--- src/rtl/fifo_read_port.sv ---
// fifo_read_port
//   Read-side controller of an asynchronous FIFO, entirely in the clk_1 domain.
//   Synchronizes the Gray write pointer, derives empty/occupancy, fetches words
//   from port 1 of the dual-port RAM into a registered first-word-fall-through
//   output stage, and returns the Gray read pointer to the write side.
//
//   Ports
//     clk_1, rst_1          read clock, synchronous active-high reset
//     wptr_gray             Gray write pointer from the write domain (async)
//     rptr_gray             registered Gray read pointer to the write domain
//     addr_1, we_1, oe_1    RAM port 1 controls (we_1 tied low)
//     data_1                RAM port 1 read data, combinational from addr_1
//     rd_data, rd_valid     registered word and its valid flag
//     rd_ready              consumer accept
//     empty                 nothing in RAM and nothing in the output register
//     ram_count             words in RAM not yet loaded (0..2^ADDR_WIDTH)
//
//   Output state machine
//     state    | meaning
//     ST_EMPTY | output register holds no word (rd_valid = 0)
//     ST_FULL  | output register holds an unconsumed word (rd_valid = 1)
module fifo_read_port #(
  parameter int DATA_WIDTH = 8,
  parameter int ADDR_WIDTH = 4
) (
  input  logic                  clk_1,
  input  logic                  rst_1,
  input  logic [ADDR_WIDTH:0]   wptr_gray,
  output logic [ADDR_WIDTH:0]   rptr_gray,
  output logic [ADDR_WIDTH-1:0] addr_1,
  output logic                  we_1,
  output logic                  oe_1,
  input  logic [DATA_WIDTH-1:0] data_1,
  output logic [DATA_WIDTH-1:0] rd_data,
  output logic                  rd_valid,
  input  logic                  rd_ready,
  output logic                  empty,
  output logic [ADDR_WIDTH:0]   ram_count
);

  localparam int PW = ADDR_WIDTH + 1;

  typedef enum logic {
    ST_EMPTY = 1'b0,
    ST_FULL  = 1'b1
  } state_t;

  state_t                state_q, state_d;
  logic [PW-1:0]         sync_a_q, sync_b_q;
  logic [PW-1:0]         rbin_q, rbin_d;
  logic [PW-1:0]         rptr_gray_q, rptr_gray_d;
  logic [DATA_WIDTH-1:0] rd_data_q, rd_data_d;
  logic [PW-1:0]         wbin_s;
  logic                  ram_empty;
  logic                  load;

  // Gray to binary: bit i is the XOR of all Gray bits from the MSB down to i.
  always_comb begin
    wbin_s = '0;
    for (int i = 0; i < PW; i++) begin
      wbin_s[i] = ^(sync_b_q >> i);
    end
  end

  // The registered Gray read pointer always equals Gray(rbin_q), so comparing
  // two Gray codes avoids converting the read side back to binary.
  assign ram_empty = (rptr_gray_q == sync_b_q);
  assign rd_valid  = (state_q == ST_FULL);
  assign load      = !ram_empty && (!rd_valid || rd_ready);

  // State register
  always_ff @(posedge clk_1) begin
    if (rst_1) begin
      state_q     <= ST_EMPTY;
      sync_a_q    <= '0;
      sync_b_q    <= '0;
      rbin_q      <= '0;
      rptr_gray_q <= '0;
      rd_data_q   <= '0;
    end else begin
      state_q     <= state_d;
      sync_a_q    <= wptr_gray;
      sync_b_q    <= sync_a_q;
      rbin_q      <= rbin_d;
      rptr_gray_q <= rptr_gray_d;
      rd_data_q   <= rd_data_d;
    end
  end

  // Next-state logic
  always_comb begin
    state_d = state_q;
    case (state_q)
      ST_EMPTY: if (load) state_d = ST_FULL;
      ST_FULL:  if (rd_ready && ram_empty) state_d = ST_EMPTY;
      default:  state_d = ST_EMPTY;
    endcase
  end

  // Output / datapath logic
  always_comb begin
    rbin_d      = rbin_q;
    rd_data_d   = rd_data_q;
    if (load) begin
      rbin_d    = rbin_q + 1'b1;
      rd_data_d = data_1;
    end
    // Gray is taken from the next binary value so the pointer seen by the
    // write domain changes by exactly one bit per load and never glitches.
    rptr_gray_d = rbin_d ^ (rbin_d >> 1);
  end

  assign oe_1      = load;
  assign we_1      = 1'b0;
  assign addr_1    = rbin_q[ADDR_WIDTH-1:0];
  assign rptr_gray = rptr_gray_q;
  assign rd_data   = rd_data_q;
  assign empty     = !rd_valid && ram_empty;
  assign ram_count = wbin_s - rbin_q;

endmodule

--- config.mk ---
export PLATFORM = sky130hd
export DESIGN_NAME = fifo_read_port
export DESIGN_NICKNAME = d
export VERILOG_FILES = /design/src/rtl/fifo_read_port.sv
export SDC_FILE = /design/constraint.sdc
export NUM_CORES = 1
export LEC_CHECK = 0
export CAP_MARGIN = 20
export CORE_ASPECT_RATIO = 0.6
export CORE_MARGIN = 8
export CORE_UTILIZATION = 40
export DETAILED_ROUTE_END_ITERATION = 16
export GPL_ROUTABILITY_DRIVEN = 0
export MAX_ROUTING_LAYER = met4
export PLACE_DENSITY = 0.74
export SETUP_SLACK_MARGIN = 0.5
export SKIP_LAST_GASP = 1
export SLEW_MARGIN = 20
export SYNTH_ARGS = -nofsm -noshare
export SYNTH_HDL_FRONTEND = slang
export SYNTH_SLANG_ARGS = --single-unit
--- constraint.sdc ---
create_clock -name clk_1 -period 2.75 [get_ports clk_1]
set_input_delay 0.4125 -clock clk_1 [delete_from_list [all_inputs] [get_ports clk_1]]
set_output_delay 0.4125 -clock clk_1 [all_outputs]
set_load 0.01 [all_outputs]
---- Word-level counts from Yosys, hierarchy flattened ----
Index checks and enable logic that the tools add are counted.
word-level totals
  bits in registers ....................... 29
operators by class
  add/sub/neg operators ................... 2
  equality and inequality tests ........... 1
  muxes and demuxes ....................... 4
  bitwise gates (word level) .............. 2
  reductions and logical operators ........ 11
operators by type and width
  cell                   number
  $reduce_xor A5 Y1      5
  $add A5 B1 Y5 const B  1
  $eq A5 B5 Y1           1
  $mux W5                1
  $sub A5 B5 Y5          1
  $xor A5 B4 Y5          1
  $logic_and A1 B1 Y1    3
  $logic_not A1 Y1       2
  $mux W1                2
  $pmux W1 S2            1
  $logic_or A1 B1 Y1     1
  $not A1 Y1             1

---- Longest topological paths before layout ----
  word-level depth ........................ 5
  mapped depth ............................ 10
  mapped depth without buffers ............ 10

---- Worst setup path after synthesis ----
No wires, ideal clock.
  kind .................................... register to output
  start ................................... register sync_b_q[3]
  end ..................................... output ram_count[4]
  arrival ................................. 2.173 ns
  required time ........................... 2.338 ns
  path slack .............................. 0.164 ns
  stages on the path, launching flop included .. 11
  path through ............................ dfxtp_1 > xor2_1 > xnor2_1 > xor2_1 > xor2_1 > ha_1 > fa_1 > inv_1 > a21o_1 > a21oi_1 > xor2_1
between the ends
  word-level cells in the longest chain between the ends .. 2
ends and longest elaborated chain
  what                      RTL line  text
  start: declaration        49        logic [PW-1:0] sync_a_q, sync_b_q;
  start signal: assignment  83        sync_b_q <= sync_a_q;
  $reduce_xor A5 Y1         61        wbin_s[i] = ^(sync_b_q >> i);
  $sub A5 B5 Y5 (*)         119       assign ram_count = wbin_s - rbin_q;
  end: declaration          38        output logic [ADDR_WIDTH:0] ram_count
Mark *: on every way between the ends. The rest lies on a longest branch, timed or not.

---- Final worst setup path ----
  start ................................... register sync_b_q[4]
  end ..................................... output ram_count[4]
The elaborated chain is that of the path after synthesis.

==> flow_summary_export.csv <==
group,metric,value,unit
clock_tree,cts_sinks,28,
layout,drive_gt1_share,27.1,%
clock_tree,clk_path_buf_depth,2,
layout,fillCellCount,236,
sta,tightest_slew,0.637,ns
layout,syn_to_final_growth,58.2,%
status,failed_checks,"negative setup slack",
die,boundaryPins,42,
sta,rsz0062_at_grt,"yes",
yosys,yosysUniqueCellTypes,24,
grt,grt_max_degree,19,
setup_path,required,2.34,ns
clock_tree,cts_tree,"yes",
layout,n_antenna_cell,0,
setup_path,endpoint_kind,"output pin",
die,die_y,59.6,µm
setup_path,start_kind,"flip-flop",
clock_tree,cts_buffers,3,
power_and_ir_drop,p_comb_share,56.2,%
power_and_ir_drop,power_density,889,nW/µm²
grt,grt_pass1_wl,5.23,mm
detailed_routing,drt-initial-drc-count,57,
job,cap_viol_max_count,0,
sta,fin_worst_skew,0.00132,ns
place,io_buffers,40,
sta,period_needed,2.95,ns
clock_tree,worstSkewPairLatency,0.27,ns
sta,finalSetupViolations,3,
die,die_w,88.7,µm
die,num_rows,15,
yosys,syn_inst,130,
yosys,ys_warn_count,0,
sta,finalHoldViolations,0,
sta,finalCritPeriodShare,107,%
place,dpl_cell_area,1790,µm²
setup_path,reg2reg_from,"sync_b_q[4]$_SDFF_PP0_",
power_and_ir_drop,intPower,1.15,mW
detailed_routing,wl,3.41,mm
min_path,min_path_cells,1,
sta,setup_slack,-0.199,ns
grt,antenna_found_initial,0,
grt,grt_pass1_vias,1060,
yosys,synth-seq-cells,28,
clock_tree,clkTransAtPathRegs,0.09,ns
detailed_routing,drc,0,
detailed_routing,firstDrtPassIters,4,
yosys,netlist_area,1270,µm²
power_and_ir_drop,power_frac_clock,14.2,%
die,coreArea,2950,µm²
setup_path,r2r_end,"rptr_gray[2]$_SDFF_PP0_",
sta,relSlewSlack,57.4,%
yosys,synth.avg_cell_area,9.76,µm²
setup_path,crit_fanout,2,
min_path,worstHoldStart,"sync_a_q[1]$_SDFF_PP0_",
detailed_routing,vias,1049,
grt,grt.total_usage,13.2,%
sta,fmax,0.339,GHz
power_and_ir_drop,p_sw,0.636,mW
setup_path,reg2reg_slack,0.54,ns
sta,finalMaxSlewViolations,0,
setup_path,rr_worst_depth,10,
detailed_routing,post_drt_wl_per_cell,14.8,µm
status,status,"finished, violations left",
power_and_ir_drop,seqPwrFrac,29.6,%
clock_tree,root_buffer,"clkbuf_8",
power_and_ir_drop,p_leak,0.889,nW
layout,finalInstanceArea,2010,µm²
yosys,synth_nets,152,
detailed_routing,viasPerCell,4.56,
setup_path,critPathKind,"reg -> out",
place,place_hpwl,2.37,mm
clock_tree,htreeDepth,1,
power_and_ir_drop,peakVddDrop,0.000440,V
power_and_ir_drop,total_power,1.78,mW
grt,grt_overflow_total,0,
die,dieArea,5290,µm²
die,start_util,43.1,%
setup_path,cp.arrival,2.54,ns
power_and_ir_drop,switching_share,35.7,%
yosys,ys_seq_area_share,44.2,%
layout,nets,211,
min_path,hp-class,"reg -> reg",
min_path,min_to,"sync_b_q[1]$_SDFF_PP0_",
detailed_routing,postRouteAntennaNets,0,
-- per-layer routing --
layer | vias to the layer above | share of wire (%) | global-route usage, %
met3 | 2 | 5.5 | 3.73
met4 | 0 | 0.29 | 1.43
li1 | 522 | - | -
met5 | - | 0 | -
met1 | 495 | 45 | 16.8
met2 | 30 | 49 | 20.7
-- placed cells by master, fill, tap and decap left out, types with 2 or more instances in the layout --
cell and n:
a21o_1 2, xor2_2 2, xnor2_2 2, nand3_1 2, xor2_4 2, dfxtp_2 2
clkbuf_8 4, nor2_1 22, inv_1 6, ha_1 3, nand2_1 2, mux2i_1 10
buf_4 15, xor2_1 6, clkdlybuf4s50_1 33, buf_6 6, inv_2 2, a21oi_2 2
nor2b_1 11, xnor2_1 8, dfxtp_1 25, buf_2 3
-- synth_stat cells --
| library cell | count | area share [%] |
|---|---|---|
| a21oi_1 | 3 | 1.2 |
| xor2_1 | 10 | 6.9 |
| nor3_2 | 1 | 0.79 |
| mux2_4 | 1 | 1.2 |
| inv_1 | 9 | 2.7 |
| fa_1 | 1 | 1.6 |
| a211oi_1 | 1 | 0.59 |
| a21o_1 | 2 | 1.2 |
| nand3_1 | 2 | 0.79 |
| a2111oi_2 | 1 | 1.2 |
| nand2_1 | 2 | 0.59 |
| ha_1 | 5 | 4.9 |
| conb_1 | 1 | 0.30 |
| dfxtp_1 | 28 | 44 |
| buf_4 | 2 | 1.2 |
| clkbuf_1 | 3 | 0.89 |
| nand2_2 | 1 | 0.49 |
| a21oi_4 | 1 | 1.3 |
| o21ai_0 | 1 | 0.39 |
| mux2i_1 | 10 | 7.9 |
| xnor2_1 | 10 | 6.9 |
| nor2_1 | 23 | 6.8 |
| nor2b_1 | 11 | 5.4 |
| a22o_1 | 1 | 0.69 |
-- registers in the layout, indices dropped and copies added, names as in the netlist --
register,cells
sync_b_q,5
sync_a_q,5
rd_data,8
rptr_gray,4
rbin_q,5
rd_valid,1
-- what timing repair did --
| action | CTS | global route |
|---|---|---|
| buffers inserted | 5 | 6 |
| hold buffers | 0 | 0 |
| hold endpoints to repair | 0 | 0 |
| resized for setup | 32 | 10 |
| pin swaps | 11 | 6 |
| setup endpoints to repair | 7 | 6 |
-- cells by family (layout without fill, tap and decap cells) --
logic type	count (synthesis)	count (layout)	share of synthesized area (%)
adder cells (fa/ha/maj)	6	6	6.51
AND/OR/NAND/NOR	40	40	14.9
flip-flops	28	28	44.2
multiplexers	11	11	9.07
other	1	1	0.296
buffers and inverters	14	72	4.73
XOR/XNOR	20	20	13.8
AO/OA/AOI/OAI	10	10	6.51
-- power groups by stage --
stage	clock network (mW)	logic [mW]	registers, mW
detailed placement	0	0.878	0.534
global placement	0	0.852	0.529
floorplan	0	0.468	0.562
finish	0.253	1.00	0.528
global route	0.275	1.08	0.537
CTS	0.258	0.923	0.526
-- worst max-delay path, stage by stage (launching register included) --
cell	delay, ns
dfxtp_4	0.38
xor2_4	0.19
xnor2_2	0.21
xor2_2	0.20
xor2_1	0.20
ha_2	0.23
fa_2	0.21
inv_1	0.04
a21o_1	0.16
a21oi_2	0.17
xor2_2	0.14
buf_2	0.14
-- metrics by stage --
step	hold slack [ns]	std cells	worst slack, ns	setup TNS (ns)	utilization (%)
2_1_floorplan	0.414	130	0.188	0	-
3_3_place_gp	0.425	215	-0.217	-0.386	60.6
3_5_place_dp	0.430	215	-0.343	-0.784	60.6
4_1_cts	0.449	224	-0.156	-0.244	64.7
5_1_grt	0.473	230	-0.311	-0.874	68.1
6_report	0.448	230	-0.199	-0.494	68.1
-- how the worst max path moves through the flow --
stage	end	cells after the start	start
after floorplan	ram_count[4]	10	sync_b_q[3]$_SDFF_PP0_
after global placement	ram_count[4]	11	sync_b_q[3]$_SDFF_PP0_
after detailed placement	ram_count[4]	11	sync_b_q[3]$_SDFF_PP0_
after CTS	ram_count[4]	11	sync_b_q[3]$_SDFF_PP0_
after global routing	ram_count[2]	11	sync_b_q[4]$_SDFF_PP0_
final	ram_count[4]	11	sync_b_q[4]$_SDFF_PP0_
-- final cells by class --
| cell class | count | area (µm²) | share of cell area, % |
|---|---|---|---|
| sequential | 28 | 567 | 28.2 |
| multi-input combinational | 88 | 749 | 37.3 |
| clock buffer | 4 | 55.1 | 2.74 |
| timing repair buffer | 59 | 547 | 27.2 |
| tap | 42 | 52.6 | 2.62 |
| inverter | 9 | 36.3 | 1.81 |
No activity file was read; power rests on OpenSTA's default activity.
